### src/rtl/seven_seg_capture_pkg.sv
// Shared definitions for the 7-segment capture observer and its glyph decoder.
package seven_seg_capture_pkg;

    typedef enum logic [1:0] {
        ST_IDLE,
        ST_CAPTURE,
        ST_DONE
    } state_t;

    // Active-high gfedcba patterns, bit 0 = segment a.
    localparam logic [6:0] SEG_GLYPH_0 = 7'h3F;
    localparam logic [6:0] SEG_GLYPH_1 = 7'h06;
    localparam logic [6:0] SEG_GLYPH_2 = 7'h5B;
    localparam logic [6:0] SEG_GLYPH_3 = 7'h4F;
    localparam logic [6:0] SEG_GLYPH_4 = 7'h66;
    localparam logic [6:0] SEG_GLYPH_5 = 7'h6D;
    localparam logic [6:0] SEG_GLYPH_6 = 7'h7D;
    localparam logic [6:0] SEG_GLYPH_7 = 7'h07;
    localparam logic [6:0] SEG_GLYPH_8 = 7'h7F;
    localparam logic [6:0] SEG_GLYPH_9 = 7'h6F;
    localparam logic [6:0] SEG_GLYPH_A = 7'h77;
    localparam logic [6:0] SEG_GLYPH_B = 7'h7C;
    localparam logic [6:0] SEG_GLYPH_C = 7'h39;
    localparam logic [6:0] SEG_GLYPH_D = 7'h5E;
    localparam logic [6:0] SEG_GLYPH_E = 7'h79;
    localparam logic [6:0] SEG_GLYPH_F = 7'h71;

    // Level of one anode line when its digit is dark; a blank bus is all of these.
    localparam logic AN_OFF = 1'b1;

endpackage

### src/rtl/seg7_glyph_decode.sv
// Maps an active-high gfedcba segment pattern to its hex nibble; anything
// outside the 16 glyphs decodes to 0 and flags invalid.
module seg7_glyph_decode
    import seven_seg_capture_pkg::*;
(
    input  logic [6:0] pattern,
    output logic [3:0] nibble,
    output logic       invalid
);

    always_comb begin
        nibble  = 4'h0;
        invalid = 1'b0;
        case (pattern)
            SEG_GLYPH_0: nibble = 4'h0;
            SEG_GLYPH_1: nibble = 4'h1;
            SEG_GLYPH_2: nibble = 4'h2;
            SEG_GLYPH_3: nibble = 4'h3;
            SEG_GLYPH_4: nibble = 4'h4;
            SEG_GLYPH_5: nibble = 4'h5;
            SEG_GLYPH_6: nibble = 4'h6;
            SEG_GLYPH_7: nibble = 4'h7;
            SEG_GLYPH_8: nibble = 4'h8;
            SEG_GLYPH_9: nibble = 4'h9;
            SEG_GLYPH_A: nibble = 4'hA;
            SEG_GLYPH_B: nibble = 4'hB;
            SEG_GLYPH_C: nibble = 4'hC;
            SEG_GLYPH_D: nibble = 4'hD;
            SEG_GLYPH_E: nibble = 4'hE;
            SEG_GLYPH_F: nibble = 4'hF;
            default:     invalid = 1'b1;
        endcase
    end

endmodule

### src/rtl/seven_seg_capture.sv
// Observer for a multiplexed 7-segment display: resynchronizes the anode and
// segment lines and rebuilds the displayed hex value digit by digit.
module seven_seg_capture
    import seven_seg_capture_pkg::*;
#(
    parameter int N_DIGITS       = 8,
    parameter int STABLE_CYCLES  = 16,
    parameter int TIMEOUT_CYCLES = 33554432
) (
    input  logic                  clk,
    input  logic                  rst,
    input  logic                  start,
    input  logic [N_DIGITS-1:0]   an,
    input  logic [6:0]            seg,
    output logic                  busy,
    output logic                  done,
    output logic [4*N_DIGITS-1:0] value,
    output logic [N_DIGITS-1:0]   digit_valid,
    output logic [N_DIGITS-1:0]   glyph_err,
    output logic                  an_err,
    output logic                  timeout
);

    localparam int SW = $clog2(STABLE_CYCLES);
    localparam int TW = $clog2(TIMEOUT_CYCLES);
    localparam logic [SW-1:0]       STABLE_MAX  = SW'(STABLE_CYCLES - 1);
    localparam logic [SW-1:0]       STABLE_PRE  = SW'(STABLE_CYCLES - 2);
    localparam logic [TW-1:0]       TIMEOUT_MAX = TW'(TIMEOUT_CYCLES - 1);
    localparam logic [N_DIGITS-1:0] AN_BLANK    = {N_DIGITS{AN_OFF}};

    state_t                  state, state_nxt;
    logic [N_DIGITS-1:0]     an_m, an_s;
    logic [6:0]              seg_m, seg_s;
    logic [N_DIGITS+6:0]     prev_s;
    logic [SW-1:0]           stab_cnt;
    logic [TW-1:0]           to_cnt;
    logic                    same, accept, blank, single, clr;
    logic [3:0]              nibble;
    logic                    bad_glyph;
    logic [4*N_DIGITS-1:0]   value_nxt;
    logic [N_DIGITS-1:0]     valid_nxt, gerr_nxt;
    logic                    an_err_nxt, timeout_nxt;

    seg7_glyph_decode u_decode (
        .pattern (~seg_s),
        .nibble  (nibble),
        .invalid (bad_glyph)
    );

    always_ff @(posedge clk or posedge rst) begin
        if (rst) begin
            an_m   <= AN_BLANK;
            an_s   <= AN_BLANK;
            seg_m  <= '1;
            seg_s  <= '1;
            prev_s <= {AN_BLANK, 7'h7F};
        end else begin
            an_m   <= an;
            an_s   <= an_m;
            seg_m  <= seg;
            seg_s  <= seg_m;
            prev_s <= {an_s, seg_s};
        end
    end

    // One acceptance event per stable window: the cycle the count reaches its cap.
    assign same   = ({an_s, seg_s} == prev_s);
    assign accept = same && (stab_cnt == STABLE_PRE);
    assign blank  = (an_s == AN_BLANK);
    assign single = ($countones(~an_s) == 1);
    assign busy   = (state == ST_CAPTURE);
    assign done   = (state == ST_DONE);

    always_comb begin
        state_nxt   = state;
        value_nxt   = value;
        valid_nxt   = digit_valid;
        gerr_nxt    = glyph_err;
        an_err_nxt  = an_err;
        timeout_nxt = timeout;
        clr         = 1'b0;
        case (state)
            ST_IDLE: begin
                if (start) begin
                    value_nxt   = '0;
                    valid_nxt   = '0;
                    gerr_nxt    = '0;
                    an_err_nxt  = 1'b0;
                    timeout_nxt = 1'b0;
                    clr         = 1'b1;
                    state_nxt   = ST_CAPTURE;
                end
            end
            ST_CAPTURE: begin
                if (accept && !blank) begin
                    if (single) begin
                        for (int i = 0; i < N_DIGITS; i++) begin
                            if (!an_s[i]) begin
                                value_nxt[4*i +: 4] = nibble;
                                valid_nxt[i]        = 1'b1;
                                gerr_nxt[i]         = bad_glyph;
                            end
                        end
                    end else begin
                        an_err_nxt = 1'b1;
                    end
                end
                // Full coverage takes priority over a coincident timeout.
                if (&valid_nxt) begin
                    state_nxt = ST_DONE;
                end else if (to_cnt == TIMEOUT_MAX) begin
                    timeout_nxt = 1'b1;
                    state_nxt   = ST_DONE;
                end
            end
            ST_DONE:  state_nxt = ST_IDLE;
            default:  state_nxt = ST_IDLE;
        endcase
    end

    always_ff @(posedge clk or posedge rst) begin
        if (rst) begin
            state       <= ST_IDLE;
            stab_cnt    <= '0;
            to_cnt      <= '0;
            value       <= '0;
            digit_valid <= '0;
            glyph_err   <= '0;
            an_err      <= 1'b0;
            timeout     <= 1'b0;
        end else begin
            state       <= state_nxt;
            value       <= value_nxt;
            digit_valid <= valid_nxt;
            glyph_err   <= gerr_nxt;
            an_err      <= an_err_nxt;
            timeout     <= timeout_nxt;
            if (clr || !same)
                stab_cnt <= '0;
            else if (stab_cnt != STABLE_MAX)
                stab_cnt <= stab_cnt + SW'(1);
            if (clr)
                to_cnt <= '0;
            else if (state == ST_CAPTURE)
                to_cnt <= to_cnt + TW'(1);
        end
    end

endmodule

### config.mk
export PLATFORM = sky130hd
export DESIGN_NAME = seven_seg_capture
export DESIGN_NICKNAME = d
export VERILOG_FILES = /design/src/rtl/seven_seg_capture_pkg.sv /design/src/rtl/seg7_glyph_decode.sv /design/src/rtl/seven_seg_capture.sv
export SDC_FILE = /design/constraint.sdc
export NUM_CORES = 1
export LEC_CHECK = 0
export CAP_MARGIN = 15
export CORE_ASPECT_RATIO = 0.9
export CORE_MARGIN = 3
export CORE_UTILIZATION = 60
export CTS_CLUSTER_DIAMETER = 200
export DETAILED_ROUTE_END_ITERATION = 10
export PLACE_DENSITY = 0.87
export SYNTH_ARGS = -nofsm -noshare
export SYNTH_HDL_FRONTEND = slang
export SYNTH_SLANG_ARGS = --single-unit
### constraint.sdc
create_clock -name clk -period 9.6 [get_ports clk]
set_clock_uncertainty 0.1 [all_clocks]
set_input_delay 1.92 -clock clk [delete_from_list [all_inputs] [get_ports clk]]
set_output_delay 1.92 -clock clk [all_outputs]
set_load 0.02 [all_outputs]
After elaboration in Yosys (flattened, before gate mapping)

Index checks and enable logic that the tools add are counted.
W data, S select, Z words.

Bitwise operators: 2
Mux-type cells: 55
$add $sub $neg: 9
Reduce and logical (&&, ||, !) cells: 23
Equal/unequal tests: 39

Operators by type and width:

| cell                    | number |
|---|---|
| $mux W32                | 3 |
| $eq A7 B7 Y1 const B    | 12 |
| $pmux W32 S2            | 1 |
| $pmux W4 S15            | 1 |
| $mux W25                | 2 |
| $mux W8                 | 6 |
| $mux W4                 | 10 |
| $reduce_and A5 Y1       | 8 |
| $pmux W8 S2             | 2 |
| $add A25 B1 Y25 const B | 1 |
| $eq A25 B25 Y1 const B  | 1 |
| $mux W1                 | 24 |
| $ne A2 B2 Y1 const B    | 11 |
| $reduce_or A16 Y1       | 1 |
| $eq A15 B15 Y1          | 1 |
| $eq A7 B3 Y1 const B    | 2 |
| $eq A7 B6 Y1 const B    | 2 |
| $add A1 B1 Y2           | 4 |
| $eq A8 B8 Y1 const B    | 1 |
| $not A8 Y8              | 1 |
| $reduce_and A4 Y1       | 2 |
| $reduce_and A8 Y1       | 1 |
| $not A7 Y7              | 1 |
| $add A2 B2 Y3           | 2 |
| other kinds (18)        | 28 |

Output and inout bits: 52
Input bits: 18
Flip-flop bits (word level): 126
Word-level logic and storage cells: 155

Longest topological paths before layout

Gate-level depths: netlist (run 1).

Word-level depth: 11
Mapped depth: 14
Gate-level depth less buffers: 14

Modules after synthesis

A second synthesis (run 1) with hierarchy kept.

Cell total of the unflattened synthesis: 473
Area, all modules: 5,546.6 sq um

Modules (own cells, without submodules):

| module            | cells each | instances | area each (sq um) | seq. area each (sq um) |
|---|---|---|---|---|
| seven_seg_capture | 415        | 1         | 5,134.9           | 3,209.3 |
| seg7_glyph_decode | 58         | 1         | 411.6             | 0.0 |

Least setup slack after synthesis (run 1)

OpenSTA, ideal clock, no wires.

Path type: reg-to-reg
Start: reg an_s[1]
End: reg state[0]
Cell stages (with the launch flop): 15
Path slack: 5.391 ns
Setup time: 0.120 ns
Period minus slack after synthesis: 4.209 ns
Arrival time: 3.990 ns
Data required time: 9.380 ns
Buffers on the path: 0
Path through: dfstp_2 fa_1 inv_1 fa_1 fa_1 ha_1 inv_1 fa_1 and3b_1 a31oi_1 nor2_1 a41oi_1 nor4_1 nand4_1 a31o_1

Word-level cells in the longest chain between the ends: 11
Elaborated cells on any way between the ends: 19
Those cells by class: add/sub (3); eq/ne (4); mux (6); bitwise (1); reduce/logical (5)

Ends and longest elaborated chain:

| what                                                              | RTL line                 | source |
|---|---|---|
| from (decl)                                                       | seven_seg_capture.sv:32  | `logic [N_DIGITS-1:0] an_m, an_s;` |
| from (signal assigned)                                            | seven_seg_capture.sv:59  | `an_s <= an_m;` |
| $not A8 Y8                                                        | seven_seg_capture.sv:70  | `assign single = ($countones(~an_s) == 1);` |
| $add A1 B1 Y2 (implied by the code)                               | seven_seg_capture.sv:70  |  |
| $add A2 B2 Y3 (implied by the code)                               | seven_seg_capture.sv:70  |  |
| $add A3 B3 Y4 (implied by the code)                               | seven_seg_capture.sv:70  |  |
| $eq A4 B1 Y1                                                      | seven_seg_capture.sv:70  |  |
| $mux W8                                                           | seven_seg_capture.sv:96  | `if (single) begin` |
| $mux W8 (*)                                                       | seven_seg_capture.sv:95  | `if (accept && !blank) begin` |
| $mux W8 (*)                                                       | seven_seg_capture.sv:82  | `case (state)` |
| $reduce_and A8 Y1 (*)                                             | seven_seg_capture.sv:109 | `if (&valid_nxt) begin` |
| $ne A3 B1 Y1 (no source line) or $mux W2 (tied branches)          | -                        |  |
| $reduce_and A2 Y1 (no source line) or $pmux W2 S2 (tied branches) | -                        |  |
| to (signal assigned)                                              | seven_seg_capture.sv:132 | `state <= state_nxt;` |
| to (decl)                                                         | seven_seg_capture.sv:31  | `state_t state, state_nxt;` |

Every way passes the cells marked *; elsewhere a longest branch is shown, timed or not. The select of a mux whose other input is x is not followed.
A chain may end at the register's enable or synchronous reset.

Final worst setup path (run 1)

Ends and elaborated chain as after synthesis.

==> results of run 1 <==
flip-flops by register name, summed over array words and instances (netlist names):
name,cells
an_m,8
seg_s,7
seg_m,7
digit_valid,8
prev_s,15
an_err,1
stab_cnt,4
value,32
glyph_err,8
state,2
to_cnt,25
an_s,8
timeout,1
final timing paths:
check / endpoint
max: state[0]
max in group asynchronous: glyph_err[4]
max reg2reg: state[0]
min in group asynchronous: to_cnt[16]
min reg2reg: an_s[6]
min: an_s[6]
report_power, final:
part	internal, mW	total, mW	switching [mW]
clock	0.372	0.598	0.225
combinational	0.114	0.230	0.116
sequential	0.586	0.632	0.0453
total	1.07	1.46	0.387
layout make-up:
| cell class | count | area [um2] | share of cell area |
|---|---|---|---|
| clock buffer | 20 | 435 | 0.0620 |
| multi-input combinational | 300 | 2330 | 0.333 |
| tap | 122 | 153 | 0.0217 |
| sequential | 126 | 3210 | 0.457 |
| clock inverter | 12 | 120 | 0.0171 |
| timing repair buffer | 71 | 706 | 0.101 |
| inverter | 16 | 62.6 | 0.00891 |
metal layers:
metal | vias up | track usage | share of wire
li1 | 1791 | - | -
met1 | 1990 | 0.356 | 0.40
met2 | 171 | 0.429 | 0.51
met3 | 27 | 0.0714 | 0.067
met4 | 0 | 0.0777 | 0.017
met5 | - | 0 | 0
cells by family after synthesis:
group | after synthesis
xor gates and xnor gates | 18
DFF | 126
muxes | 37
and+or+nand+nor | 144
buffers and inverters | 31
adders and majority gates | 11
AOI/OAI and AO/OA | 90
cell usage after synthesis (2+ instances only):
cell,number
o31ai_1,3
o21ai_0,25
a31oi_1,8
and4_1,2
mux2_4,32
mux2i_1,5
nor2b_1,5
xor2_1,5
o211ai_1,4
and2_1,2
buf_2,5
a21o_1,2
a21oi_1,6
o2bb2ai_1,9
ha_1,7
nand2b_1,3
nand3_1,25
dfstp_2,45
xnor2_2,2
and4b_1,2
fa_1,4
nor2_1,38
a211oi_1,2
a41oi_1,5
dfrtp_1,81
a21o_4,8
nor3_1,6
a21oi_4,2
clkbuf_1,7
nand3b_1,2
nand2_1,30
inv_1,16
xnor2_1,11
a31o_2,2
and3_1,3
nand4_1,13
buf_6,2
o21a_1,7
worst reg2reg max path: stages (launching register included):
cell and delay [ps]:
dfstp_2 640, fa_1 450, inv_1 80, fa_1 420, fa_1 490, ha_1 160
inv_1 50, fa_1 480, and3b_1 160, a31oi_1 150, nor2_1 390, a41oi_1 180
nor4_1 280, nand4_1 200, a31o_1 260
stage by stage:
| step | setup WS [ps] | utilization | power (mW) | hold slack [ps] | std cells |
|---|---|---|---|---|---|
| after floorplan | 4300 | - | 0.769 | 245 | 457 |
| after CTS | 5010 | 0.766 | 1.47 | 255 | 667 |
| after global routing | 4800 | 0.766 | 1.52 | 257 | 667 |
| after global placement | 5170 | 0.705 | 0.853 | 246 | 635 |
| final | 4990 | 0.766 | 1.46 | 254 | 667 |
| after detailed placement | 5060 | 0.705 | 0.864 | 247 | 635 |
==> qor.csv, run 1 <==
stage,metric,value,unit
status,run_status,finished clean,
clocking,clkLatencyLatePin,530,ps
clocking,htreeDepth,4,
logic_synthesis,synth_edf_count,0,
sta,worst_slew_pin_slew,895,ps
floorplan,floorplan.initialDensity,0.620,
logic_synthesis,syn-num-nets,486,
worst_setup_path,worst-endpoint-required,9910,ps
worst_setup_path,worstSetupEndpointType,flip-flop,
layout,area_growth_syn_to_layout,23.6,%
logic_synthesis,yosys.cell_types.count,59,
worst_setup_path,timing_worst_setup_path_type,flip-flop to flip-flop,
worst_setup_path,worst-endpoint-arrival,4920,ps
logic_synthesis,synthAdderAreaFrac,0.0295,
placement,place_area,6460,um2
placement,routability_driven_placement_congestion_ratio,0.926,
worst_setup_path,critPathSlowestCell,dfstp_2,
logic_synthesis,synth-compound-area-share,0.124,
layout,antennaDiodeCount,0,
floorplan,die_h,98.3,um
power_and_ir_drop,static-leakage-power,3.02,nW
sta,setup_viol,0,
sta,fmax,217,MHz
logic_synthesis,postSynthCellCount,457,
floorplan,fp.dieArea,10700,um2
logic_synthesis,synth_simple_gate_area_share,0.134,
layout,mostFrequentLayoutCells,"dfrtp_1 (81), clkdlybuf4s50_1 (69), dfstp_2 (45)",
global_route,number_of_antenna_violations_at_the_first_check_in_global_routing,0,
logic_synthesis,synth.mux.area_fraction,0.0934,
power_and_ir_drop,p_per_area,208,nW/um2
worst_setup_path,path_depth,14,
logic_synthesis,average_size_of_a_mapped_cell,12.4,um2
worst_setup_path,timing.reg2reg.worst_path_depth,14,
layout,design_area,7020,um2
worst_setup_path,critical_path.reg2reg.startpoint,an_s[1],
clocking,number_of_cts_inserted_buffers,17,
sta,rsz0062_at_grt,false,
sta,fin_crit,4610,ps
layout,finalNetCount,561,
sta,totalNegativeSetupSlack,0,ps
min_path,hold_path.class,flip-flop to flip-flop,
worst_setup_path,slowest_delay,640,ps
logic_synthesis,synth_top_cell_by_area,dfrtp_1,
logic_synthesis,synth_top_cell_area_share,0.357,
drt,route.vias.total,3979,
min_path,timing.hold.worst.start,an_m[6],
worst_setup_path,crit_chain,"fa_1, inv_1, fa_1, fa_1, ha_1, inv_1, fa_1, and3b_1, a31oi_1, nor2_1, a41oi_1, nor4_1, nand4_1, a31o_1",
worst_setup_path,worstPathBufferInverterCount,2,
logic_synthesis,synth.ff_latch_count,126,
clocking,clock_sink_count,126,
worst_setup_path,critical-path-top-delay-family,adder cells,
logic_synthesis,yosys_warning_count,0,
floorplan,die_w,109,um
global_route,grt_first_pass_wirelength,21600,um
min_path,holdPathStages,0,
worst_setup_path,critical_path_peak_fanout,8,
logic_synthesis,largest_family_of_logic_cells_by_synthesized_area,simple AND/OR/NAND/NOR gates,
clocking,path_clk_slew,50,ps
worst_setup_path,startpoint,an_s[1],
layout,nFillCells,563,
logic_synthesis,seq_area_frac_synth,0.565,
logic_synthesis,postSynth.asyncResetShare,1.00,
global_route,grt_util_all_layers,0.266,
worst_setup_path,critical-path-top-cell-by-count,fa_1,
worst_setup_path,cp-start-kind,flip-flop,
drt,routed_via_density,5.97,
clocking,cts_setup_buffers,0,
sta,post-route-period-util,0.480,
global_route,first_global_vias,4026,
global_route,grt_start_max_net_pins,70,
run,max_cap_violations,0,
logic_synthesis,synth_ff_type,dfrtp_1,
power_and_ir_drop,vdd.ir_drop.worst,144,uV
sta,report.final.hold_viol_count,0,
layout,most_common_library_cell_in_the_layout_ignoring_fill_and_taps,dfrtp_1,
worst_setup_path,reg2reg_slack,4990,ps
layout,post_route_cells_drive_above_1_share,0.242,
clocking,cts-hold-fix-buffers,0,
drt,detail_route.iter0.violations,336,
clocking,ctsResizeCount,0,
clocking,clockBufferDepth,2,
floorplan,num_rows,33,
drt,drt_first_pass_iters,5,
logic_synthesis,syn-cell-area,5680,um2
sta,max_slew_margin,0.402,
logic_synthesis,netlist_top_cells_area,"dfrtp_1 (36%), dfstp_2 (21%), mux2_4 (8.5%)",
clocking,cts_tree,built,
drt,drt_wl_cell,19.6,um
placement,dp.final_hpwl,8440,um
placement,io_buffer_count,69,
global_route,grt.overflow.total,0,
drt,wl,13000,um
floorplan,ioPinCount,70,
logic_synthesis,area_share_of_xor_xnor_cells_in_the_synthesized_design,0.0304,
clocking,root_buffer,clkbuf_8,
sta,timing.final.max_slew_violations,0,
drt,drt_antenna_net_count,0,
drt,drt_drc_violations_left,0,
floorplan,core,9170,um2
(Power assumes the default switching activity.)
==> inputs of run 2 (changes only) <==
--- a/config.mk
+++ b/config.mk
@@ -8,10 +8,10 @@
 export CAP_MARGIN = 15
 export CORE_ASPECT_RATIO = 0.9
 export CORE_MARGIN = 3
-export CORE_UTILIZATION = 60
+export CORE_UTILIZATION = 56
 export CTS_CLUSTER_DIAMETER = 200
 export DETAILED_ROUTE_END_ITERATION = 10
-export PLACE_DENSITY = 0.87
+export PLACE_DENSITY = 0.82
 export SYNTH_ARGS = -nofsm -noshare
 export SYNTH_HDL_FRONTEND = slang
 export SYNTH_SLANG_ARGS = --single-unit
==> constraint.sdc (replaced) <==
create_clock -name clk -period 4.8 [get_ports clk]
set_clock_uncertainty 0.1 [all_clocks]
set_input_delay 0.96 -clock clk [delete_from_list [all_inputs] [get_ports clk]]
set_output_delay 0.96 -clock clk [all_outputs]
set_load 0.02 [all_outputs]
==> qor.csv, run 2 (same netlist as run 1, synthesis figures left out) <==
stage,metric,value,unit
clocking,cts_setup_buffers,0,
sta,max_slew_margin,0.379,
placement,io_buffer_count,69,
worst_setup_path,worst-endpoint-required,4980,ps
worst_setup_path,critical_path_peak_fanout,9,
global_route,grt.overflow.total,0,
min_path,hold_path.class,flip-flop to flip-flop,
drt,route.vias.total,3993,
worst_setup_path,cp-start-kind,flip-flop,
global_route,grt_start_max_net_pins,72,
worst_setup_path,critical-path-top-delay-family,adder cells,
drt,routed_via_density,5.94,
layout,utilization,0.721,
run,max_cap_violations,0,
layout,antennaDiodeCount,0,
worst_setup_path,critPathSlowestCell,dfstp_2,
clocking,clock_sink_count,126,
layout,nFillCells,665,
sta,totalNegativeSetupSlack,0,ps
sta,timing.final.max_slew_violations,0,
layout,post_route_cells_drive_above_1_share,0.245,
global_route,grt_first_pass_wirelength,21000,um
drt,detail_route.iter0.violations,335,
layout,most_common_library_cell_in_the_layout_ignoring_fill_and_taps,dfrtp_1,
clocking,clkLatencyLatePin,410,ps
floorplan,num_rows,34,
clocking,number_of_cts_inserted_buffers,17,
layout,reg_top3,"value (32), to_cnt (25), prev_s (15)",
drt,drt_first_pass_iters,5,
layout,largest_reg_flops,32,
power_and_ir_drop,static-leakage-power,3.03,nW
worst_setup_path,worstPathBufferInverterCount,2,
power_and_ir_drop,p_per_area,419,nW/um2
sta,fmax,221,MHz
clocking,cts-hold-fix-buffers,0,
worst_setup_path,crit_chain,"fa_1, inv_1, fa_1, fa_1, ha_1, inv_1, fa_1, and4b_1, a31oi_1, nor2_1, o22ai_4, a211o_1, o2bb2ai_1",
floorplan,die_h,102,um
sta,worst_slew_pin_slew,929,ps
global_route,grt_util_all_layers,0.236,
worst_setup_path,worstSetupEndpointType,flip-flop,
placement,routability_driven_placement_congestion_ratio,0.950,
sta,fin_crit,4530,ps
sta,post-route-period-util,0.944,
floorplan,core,9780,um2
placement,dp.final_hpwl,8630,um
sta,report.final.hold_viol_count,0,
drt,wl,12700,um
layout,top_register,value,
floorplan,fp.dieArea,11400,um2
global_route,number_of_antenna_violations_at_the_first_check_in_global_routing,0,
power_and_ir_drop,vdd.ir_drop.worst,292,uV
worst_setup_path,timing_worst_setup_path_type,flip-flop to flip-flop,
drt,drt_drc_violations_left,0,
clocking,root_buffer,clkbuf_16,
drt,drt_wl_cell,18.9,um
worst_setup_path,worst-endpoint-arrival,4710,ps
worst_setup_path,critical-path-top-cell-by-count,fa_1,
sta,rsz0062_at_grt,false,
layout,area_growth_syn_to_layout,24.2,%
layout,mostFrequentLayoutCells,"dfrtp_1 (81), clkdlybuf4s50_1 (69), dfstp_2 (45)",
sta,setup_viol,0,
status,run_status,finished clean,
clocking,cts_tree,built,
clocking,htreeDepth,4,
global_route,first_global_vias,4067,
floorplan,ioPinCount,70,
worst_setup_path,slowest_delay,630,ps
layout,finalNetCount,562,
clocking,path_clk_slew,50,ps
drt,drt_antenna_net_count,0,
floorplan,floorplan.initialDensity,0.581,
floorplan,die_w,112,um
clocking,clockBufferDepth,2,
[run 2: cell count changes in the layout (fill, tap and decap cells not counted)]
cell	before	now
buf_4	2	3
clkbuf_16	16	17
clkinv_2	6	5
clkinv_4	0	1
clkinvlp_4	4	3
nor2_1	38	37
nor2_2	1	2
[run 2: repair_timing]
| action | in CTS | in global routing |
|---|---|---|
| endpoints found under the hold margin | 0 | 0 |
| resized for setup | 0 | 1 |
| setup endpoints to repair | 0 | 2 |
[run 2: path summary, 6_finish.rpt]
kind / from / end / cells after the start / slack [ps]
hold reg to reg: an_m[4] / an_s[4] / 0 / 250
min in group asynchronous: rst / to_cnt[6] / 2 / 970
max in group asynchronous: rst / prev_s[4] / 3 / 2700
hold / removal: an_m[4] / an_s[4] / 0 / 250
setup reg to reg: an_s[1] / value[26] / 13 / 270
setup / recovery: an_s[1] / value[26] / 13 / 270
[run 2: report_power, final]
group / total (mW) / switching, mW / internal (mW)
clock: 1.24 / 0.453 / 0.786
sequential: 1.26 / 0.0855 / 1.17
combinational: 0.459 / 0.230 / 0.229
total: 2.96 / 0.768 / 2.19
[run 2: final cells by class]
| cell class | instances | area (um2) | area share |
|---|---|---|---|
| clock buffers | 21 | 460 | 0.0652 |
| clock inverters | 11 | 116 | 0.0165 |
| inverters | 16 | 62.6 | 0.00887 |
| multi-input cells | 300 | 2340 | 0.331 |
| flip-flops and latches | 126 | 3210 | 0.455 |
| well taps | 126 | 158 | 0.0223 |
| repair buffers | 72 | 713 | 0.101 |
[run 2: layer usage]
| metal | global-route usage | part of all wire | vias to the layer above |
|---|---|---|---|
| met5 | 0 | 0 | - |
| met1 | 0.320 | 0.42 | 2019 |
| met3 | 0.0675 | 0.063 | 26 |
| li1 | - | - | 1792 |
| met2 | 0.371 | 0.50 | 156 |
| met4 | 0.0823 | 0.017 | 0 |
[run 2: per-stage QoR]
stage,hold slack (ps),instances,power [mW],area (um2),setup WS [ps]
final,255,672,2.96,7060,269
after global routing,260,672,3.08,7060,41.1
after global placement,246,640,1.71,6480,437
after CTS,255,672,2.97,7050,236
after detailed placement,248,640,1.73,6480,245
after floorplan,245,457,1.54,5680,459
==> inputs of run 3 (changes only) <==
--- a/config.mk
+++ b/config.mk
@@ -5,13 +5,15 @@
 export SDC_FILE = /design/constraint.sdc
 export NUM_CORES = 1
 export LEC_CHECK = 0
+export ABC_CLOCK_PERIOD_IN_PS = 4800
 export CAP_MARGIN = 15
 export CORE_ASPECT_RATIO = 0.9
 export CORE_MARGIN = 3
-export CORE_UTILIZATION = 56
+export CORE_UTILIZATION = 58
+export CTS_BUF_LIST = sky130_fd_sc_hd__clkbuf_2
 export CTS_CLUSTER_DIAMETER = 200
 export DETAILED_ROUTE_END_ITERATION = 10
-export PLACE_DENSITY = 0.82
+export PLACE_DENSITY = 0.85
 export SYNTH_ARGS = -nofsm -noshare
 export SYNTH_HDL_FRONTEND = slang
 export SYNTH_SLANG_ARGS = --single-unit
==> qor.csv, run 3 (same netlist as run 1, synthesis figures left out) <==
stage,metric,value,unit
worst_setup_path,reg2reg_slack,230,ps
sta,report.final.hold_viol_count,0,
clocking,path_clk_slew,190,ps
drt,drt_antenna_net_count,0,
clocking,clock_sink_count,126,
layout,stdcell_count,668,
sta,setup_viol,0,
drt,route.vias.total,3917,
clocking,cts-hold-fix-buffers,0,
drt,drt_drc_violations_left,0,
sta,rsz0062_at_grt,false,
power_and_ir_drop,static-leakage-power,2.90,nW
sta,post-route-period-util,0.951,
drt,drt_first_pass_iters,5,
worst_setup_path,end_point_of_the_critical_path,state[0],
floorplan,ioPinCount,70,
clocking,number_of_cts_inserted_buffers,17,
sta,fmax,219,MHz
layout,finalNetCount,562,
clocking,root_buffer,clkbuf_2,
worst_setup_path,critical_path_peak_fanout,8,
power_and_ir_drop,vdd.ir_drop.worst,233,uV
placement,dp.final_hpwl,8390,um
worst_setup_path,critical_path.reg2reg.startpoint,an_s[1],
layout,mostFrequentLayoutCells,"dfrtp_1 (81), clkdlybuf4s50_1 (69), dfstp_2 (45)",
layout,most_common_library_cell_in_the_layout_ignoring_fill_and_taps,dfrtp_1,
worst_setup_path,timing_worst_setup_path_type,flip-flop to flip-flop,
global_route,grt_start_max_net_pins,74,
global_route,grt.overflow.total,0,
drt,detail_route.iter0.violations,302,
floorplan,fp.dieArea,11000,um2
clocking,htreeDepth,4,
layout,nFillCells,662,
worst_setup_path,startpoint,an_s[1],
sta,fin_crit,4570,ps
worst_setup_path,timing.reg2reg.worst_path_depth,14,
global_route,grt_util_all_layers,0.237,
power_and_ir_drop,p_per_area,347,nW/um2
worst_setup_path,critical_r2r_capture,state[0],
status,run_status,finished clean,
drt,drt_wl_cell,18.1,um
global_route,number_of_antenna_violations_at_the_first_check_in_global_routing,0,
layout,top_register,value,
worst_setup_path,worst-endpoint-required,5290,ps
global_route,grt_first_pass_wirelength,20100,um
placement,routability_driven_placement_congestion_ratio,0.944,
sta,totalNegativeSetupSlack,0,ps
min_path,timing.hold.worst.start,an_m[2],
floorplan,core,9330,um2
global_route,first_global_vias,3956,
clocking,cts_setup_buffers,0,
floorplan,die_h,99.9,um
worst_setup_path,worstSetupEndpointType,flip-flop,
clocking,cts_tree,built,
layout,antennaDiodeCount,0,
layout,reg_top3,"value (32), to_cnt (25), prev_s (15)",
layout,seqCellArea,3210,um2
drt,routed_via_density,5.86,
clocking,clockBufferDepth,2,
layout,area_growth_syn_to_layout,17.6,%
min_path,hold_path.class,flip-flop to flip-flop,
sta,max_slew_margin,0.396,
placement,io_buffer_count,69,
floorplan,num_rows,33,
drt,wl,12100,um
layout,post_route_cells_drive_above_1_share,0.244,
placement,placed_cells_incl_taps,636,
run,max_cap_violations,0,
floorplan,die_w,110,um
clocking,clkLatencyLatePin,670,ps
worst_setup_path,worst-endpoint-arrival,5060,ps
sta,timing.final.max_slew_violations,0,
layout,multi_input_comb_area,2340,um2
sta,worst_slew_pin_slew,905,ps
floorplan,floorplan.initialDensity,0.609,
layout,largest_reg_flops,32,
worst_setup_path,cp-start-kind,flip-flop,
## run 3: cell count changes in the layout (fill, tap and decap cells not counted), sizes merged
| cell | delta |
|---|---|
| clkinvlp | -2 |
| clkbuf | +1 |
| clkinv | +1 |
## run 3: worst min-delay path by stage
stage               endpoint  slack, ps  depth (start not counted)
floorplan            an_s[0]        250                          0
global placement     an_s[4]        250                          0
detailed placement   an_s[3]        250                          0
CTS                 seg_s[4]        260                          0
global route        seg_s[4]        260                          0
finish               an_s[2]        260                          0
## run 3: cell type report
class                   count  area share
clock buffers              22      0.0165
clock inverters            10      0.0148
inverters                  16     0.00936
multi-input cells         300       0.350
flip-flops and latches    126       0.480
well taps                 122      0.0228
repair buffers             72       0.107
## run 3: metrics by stage
| stage | area, um2 | setup WS (ps) | utilization | power (mW) | hold WS [ps] |
|---|---|---|---|---|---|
| 2_1_floorplan | 5680 | 459 | - | 1.54 | 245 |
| 3_3_place_gp | 6470 | 451 | 0.694 | 1.70 | 245 |
| 3_5_place_dp | 6470 | 161 | 0.694 | 1.73 | 247 |
| 4_1_cts | 6680 | 156 | 0.716 | 2.33 | 264 |
| 5_1_grt | 6680 | 48.4 | 0.716 | 2.43 | 256 |
| 6_report | 6680 | 233 | 0.716 | 2.32 | 257 |
## run 3: worst max-delay path: stages, from the launching register on
cell,delay [ps]
dfstp_2,670
fa_1,450
inv_1,80
fa_1,430
fa_1,490
ha_1,170
inv_1,60
fa_1,500
and3b_1,170
a31oi_1,150
nor2_2,270
a41oi_1,150
nor4_1,370
nand4_1,200
a31o_1,250
## run 3: layer usage
| layer | global-route usage | share of wire | wire [um] |
|---|---|---|---|
| met5 | 0 | 0 | 0 |
| met4 | 0.0767 | 0.014 | 165 |
| met3 | 0.0572 | 0.061 | 733 |
| met2 | 0.363 | 0.47 | 5730 |
| met1 | 0.335 | 0.45 | 5470 |
## run 3: power by group
| group | internal [mW] | leakage (nW) | switching (mW) | total (mW) |
|---|---|---|---|---|
| Sequential | 1.17 | 1.58 | 0.0842 | 1.25 |
| Clock | 0.240 | 0.140 | 0.367 | 0.607 |
| Combinational | 0.229 | 1.18 | 0.228 | 0.458 |
| Total | 1.64 | 2.90 | 0.679 | 2.32 |
## run 3: timing repair
item                                   in CTS  in global routing
endpoints found under the hold margin       0                  0
resized for setup                           0                  1
setup endpoints to repair                   0                  2
==> RTL change 1, RTL diff (config.mk and constraints of run 2) <==
The 3 states of `state_t` get a one-hot encoding in 3 bits.
--- a/src/rtl/seven_seg_capture_pkg.sv
+++ b/src/rtl/seven_seg_capture_pkg.sv
@@ -3,6 +3,6 @@
 
-    typedef enum logic [1:0] {
-        ST_IDLE,
-        ST_CAPTURE,
-        ST_DONE
+    typedef enum logic [2:0] {
+        ST_IDLE    = 3'b001,
+        ST_CAPTURE = 3'b010,
+        ST_DONE    = 3'b100
     } state_t;
Check against the original RTL: same outputs for any inputs over 10 cycles, from zero or initial values and one cycle with rst high; not proved beyond that.
==> RTL change 1 against run 2 <==
Sequential cell count grew 1. Power shrank 0.16%. Via count shrank 5.8%. Die area shrank 2.7%. Largest power group unchanged. Cell area shrank 0.92%. Synthesized area shrank 2.9%. Synthesized cell count grew 0.22%. Highest routed layer unchanged. Setup slack gained 0.092 ns. Count of clock-buffer cells in the layout shrank 2. Routed wire length shrank 11%.
==> RTL change 1: results (changes against run 2) <==
grt_max_degree: 80  # +11%
synth.top_cells.by_count: "dfrtp_1 (81), nor2_1 (47), dfstp_2 (46)"
grt_pass1_vias: 3756  # -7.6%
reg2regPathDepth: 14  # +1
hold_end: "an_s[0]$_DFF_PP1_"
worst_ep_arrival_time_ns: 4.73  # +0.02 ns
drive_gt1_share_pct: 20.8  # -3.8 points
cp_slowest_stage_delay_ns: 0.58  # -0.05 ns
reg2reg_slack_ns: 0.36  # +0.09 ns
yosysSeqAreaShare_pct: 58.6  # +2.1 points
top_regs: "value x32, to_cnt x25, prev_s x15"
ir_drop_mv: 0.421  # +44%
portBuffers: 69  # unchanged
clock_latency_ns: 0.51  # +0.10 ns
async_flop_share_pct: 100  # unchanged
initialDrtViolationCount: 242  # -28%
synth_fp_nets: 487  # +0.21%
status: "finished, final reports clean"
gp_congestion: 0.910  # -4.2%
slew_headroom_pct: 31.0  # -6.9 points
wirelength_microns: 11300  # -11%
fin_nets: 565  # +0.53%
placed_area_sq_um: 6330  # -2.3%
grtUsageMet1_pct: 29.3  # -2.6 points
yosys_warnings: 0  # unchanged
grt_use_met2_pct: 34.8  # -2.3 points
timing.rr.end: "glyph_err[3]$_DFFE_PP0P_"
antenna_found_initial: 0  # unchanged
grt_use_total_pct: 21.5  # -2.1 points
route.vias.total: 3763  # -5.8%
leakage_uw: 0.00302  # -0.61%
min_from: "an_m[0]$_DFF_PP1_"
clk_pin_slew_worst_paths_ns: 0.06
grt_pass1_wl_microns: 19000  # -9.8%
n_fill_cell: 592  # -11%
grtUsageMet3_pct: 5.61  # -1.1 points
hold_path.class: "flip-flop to flip-flop"
synth-main-ff-cell: "dfrtp_1"
cts_buffers: 17  # unchanged
synthTopCellsByArea: "dfrtp_1 (37%), dfstp_2 (22%), mux2_1 (4.9%)"
post-dp-hpwl_microns: 7680  # -11%
cts_root_buf: "clkbuf_8"
synth_cell_type_count: 54  # -8.5%
RTL change 1: cell count changes in the layout (fill, tap and decap cells not counted), sizes merged, moves of 9 or more:
cell | run 2 | this run
xor2 | 5 | 18
o2bb2ai | 9 | 0
o21ai | 25 | 6
nand2 | 31 | 21
nand3 | 25 | 12
inv | 16 | 30
a21oi | 8 | 17
RTL change 1: layout make-up:
type	instances	share of cell area (%)
timing repair buffer	78	10.8
clock inverter	13	1.97
multi-input combinational	283	30.8
clock buffer	19	6.32
sequential	127	46.3
inverter	29	1.59
tap	122	2.18
RTL change 1: kinds of logic after synthesis:
family	Yosys count	share of synthesized area (%)
simple gates	137	12.9
flops	127	58.6
compound gates	63	8.77
buf+inv	48	3.60
xor+xnor	39	6.33
mux	33	6.71
fa+ha+maj	11	3.04
RTL change 1: what timing repair did:
item / 4_1_cts / 5_1_grt
gates resized for setup: 0 / 11
setup buffers: 0 / 2
setup endpoints to repair: 0 / 40
RTL change 1: routing by layer:
metal | up-vias | share of wire [%] | routed length [microns]
met3 | 10 | 7.0 | 791
met2 | 146 | 49 | 5510
met5 | - | 0 | 0
li1 | 1752 | - | -
met1 | 1855 | 43 | 4890
met4 | 0 | 0.86 | 97
RTL change 1: worst max-delay path by stage:
stage               slack, ns                  endpoint  depth (start not counted)              start
floorplan                0.30     value[19]$_DFFE_PP0P_                         16  an_s[1]$_DFF_PP1_
global placement         0.30     value[19]$_DFFE_PP0P_                         14  an_s[1]$_DFF_PP1_
detailed placement       0.14      value[7]$_DFFE_PP0P_                         14  an_s[1]$_DFF_PP1_
CTS                      0.12     value[27]$_DFFE_PP0P_                         14  an_s[1]$_DFF_PP1_
global route             0.16      value[9]$_DFFE_PP0P_                         14  an_s[1]$_DFF_PP1_
finish                   0.36  glyph_err[3]$_DFFE_PP0P_                         14  an_s[1]$_DFF_PP1_
RTL change 1: report_power, final:
part / total (uW) / switching (uW) / leakage [uW] / internal [uW]
clock network: 1220 / 457 / 0.000280 / 765
registers: 1230 / 63.8 / 0.00161 / 1170
logic: 499 / 289 / 0.00113 / 211
total: 2950 / 809 / 0.00302 / 2140
RTL change 1: worst register-to-register path: cells and delay by family (launching register included):
family	cells	cell delay, ns
AND/OR/NAND/NOR	2	0.33
flip-flops	1	0.58
AO/OA/AOI/OAI	3	0.84
multiplexers	2	0.47
buffers and inverters	2	0.13
adder cells (fa/ha/maj)	5	1.88
RTL change 1: through the flow:
step,util (%),hold slack [ns],cells,setup slack [ns]
2_1_floorplan,-,0.245,458,0.302
6_report,74.6,0.251,671,0.361
3_5_place_dp,67.5,0.247,637,0.141
3_3_place_gp,67.5,0.246,637,0.305
5_1_grt,74.6,0.253,671,0.156
4_1_cts,73.7,0.252,669,0.121
==> RTL change 2, RTL diff (settings of run 2) <==
Made on the original files. Set the parameter `N_DIGITS` to 7 (it was 8).
--- a/src/rtl/seven_seg_capture.sv
+++ b/src/rtl/seven_seg_capture.sv
@@ -5,3 +5,3 @@
 #(
-    parameter int N_DIGITS       = 8,
+    parameter int N_DIGITS       = 7,
     parameter int STABLE_CYCLES  = 16,
Ports: changed (resized an, digit_valid, glyph_err and value); port bits go from 70 to 63. No check against the original RTL was run, so the function may have changed too.
==> RTL change 2 against run 2 <==
Maximum frequency rose by 3.9%. Sequential cell count fell by 9. Synthesized area fell by 9.4%. Setup slack improved by 0.17 ns. Hold slack barely moved. Via count fell by 6.9%. Routed wire length fell by 6.3%. Synthesized cell count fell by 5.9%. First-iteration DRC count fell by 33%. Cell area fell by 8.2%.
Power is not compared: it rests on default switching activity, and its combinational part moved more than twofold at a synthesized area within 25%.
==> RTL change 2: results (changes against run 2) <==
gp_congestion: 0.914  # -3.8%
synth_fp_nets: 455  # -6.4%
cts_root_buf: "clkbuf_8"
synth.top_cells.by_count: "dfrtp_1 (75), dfstp_2 (42), nor2_1 (34)"
portBuffers: 62  # -10%
vias_per_cell: 5.87  # -1.2%
status: "finished, final reports clean"
holdWs_ns: 0.254  # -0.000441 ns
synthAdderAreaFrac_pct: 2.53  # -0.42 points
fin_nets: 526  # -6.4%
worst_ep_arrival_time_ns: 4.67  # -0.04 ns
grt_use_total_pct: 24.4  # +0.79 points
initialDrtViolationCount: 223  # -33%
worstPathMaxFanout: 7  # -2
placed_area_sq_um: 5890  # -9.1%
ir_drop_mv: 0.256
hold_end: "an_s[6]$_DFF_PP1_"
post-dp-hpwl_microns: 7510  # -13%
r2r-start: "an_s[3]$_DFF_PP1_"
synth_cell_type_count: 58  # -1.7%
yosysSeqAreaShare_pct: 57.9  # +1.4 points
drive_gt1_share_pct: 25.1  # +0.56 points
synth_xor_xnor_area_share_pct: 3.23  # +0.19 points
synthTopCellsByArea: "dfrtp_1 (36%), dfstp_2 (21%), mux2_2 (7.2%)"
reg2reg_slack_ns: 0.44  # +0.17 ns
min_from: "an_m[6]$_DFF_PP1_"
dpl_worst_slack_ns: 0.529  # +0.284 ns
timing.rr.end: "state[1]$_DFFE_PP0P_"
tightest_slew_ns: 1.00  # +0.0741 ns
top_regs: "value x28, to_cnt x25, prev_s x14"
muxShareOfSynthArea_pct: 8.43  # -0.90 points
grt_pass1_wl_microns: 19600  # -6.9%
grt_max_degree: 84  # +17%
grt_pass1_vias: 3837  # -5.7%
yosys_warnings: 0  # unchanged
clock_latency_ns: 0.53  # +0.12 ns
wl_per_cell_microns: 18.8  # -0.54%
[RTL change 2: area by class of cell]
| cell class | instances | area, sq um |
|---|---|---|
| Sequential cell | 117 | 2980 |
| Fill cell | 569 | 2290 |
| Multi-Input combinational cell | 280 | 2030 |
| Timing Repair Buffer | 67 | 658 |
| Clock buffer | 21 | 482 |
| Tap cell | 119 | 149 |
| Clock inverter | 11 | 109 |
| Inverter | 18 | 70.1 |
[RTL change 2: worst max path at each step]
| stage | endpoint | slack (ns) | depth (start not counted) |
|---|---|---|---|
| 5_1_grt | state[0]$_DFFE_PP0P_ | 0.24 | 12 |
| 2_1_floorplan | an_err$_DFFE_PP0P_ | 0.71 | 1 |
| 3_3_place_gp | timeout$_DFFE_PP0P_ | 0.74 | 12 |
| 4_1_cts | state[0]$_DFFE_PP0P_ | 0.51 | 12 |
| 3_5_place_dp | state[0]$_DFFE_PP0P_ | 0.53 | 12 |
| 6_report | state[1]$_DFFE_PP0P_ | 0.44 | 11 |
[RTL change 2: stage by stage]
stage | util (%) | std cells
floorplan | - | 430
global placement | 67.2 | 601
detailed placement | 67.2 | 601
CTS | 73.9 | 633
global route | 73.9 | 633
finish | 73.9 | 633
[RTL change 2: report_power, final]
| group | internal (uW) | switching, uW | total, uW |
|---|---|---|---|
| Combinational | 37.5 | 60.8 | 98.3 |
| Sequential | 1020 | 24.0 | 1040 |
| Clock | 772 | 479 | 1250 |
| Total | 1830 | 563 | 2390 |
[RTL change 2: worst register-to-register path, stage by stage, from the launching register on]
cell and delay [ns]:
dfstp_2 0.63, fa_1 0.44, inv_1 0.08, fa_1 0.43, fa_1 0.39, fa_1 0.42, or3b_1 0.53, nor4_1 0.33
nand4_1 0.18, o21ai_0 0.23, o211ai_1 0.16, o31ai_1 0.31
[RTL change 2: cell families (layout without fill, tap and decap cells)]
family	after synthesis	in the layout
fa+ha+maj	8	8
flops	117	117
buf+inv	33	117
simple gates	137	137
xor+xnor	19	19
compound gates	77	77
mux	39	39
[RTL change 2: per-layer routing]
metal	share of wire, %	up-vias	track usage, %
met2	47	157	36.3
li1	-	1678	-
met3	6.8	32	6.87
met5	0	-	0
met4	2.5	0	10.4
met1	44	1851	33.6
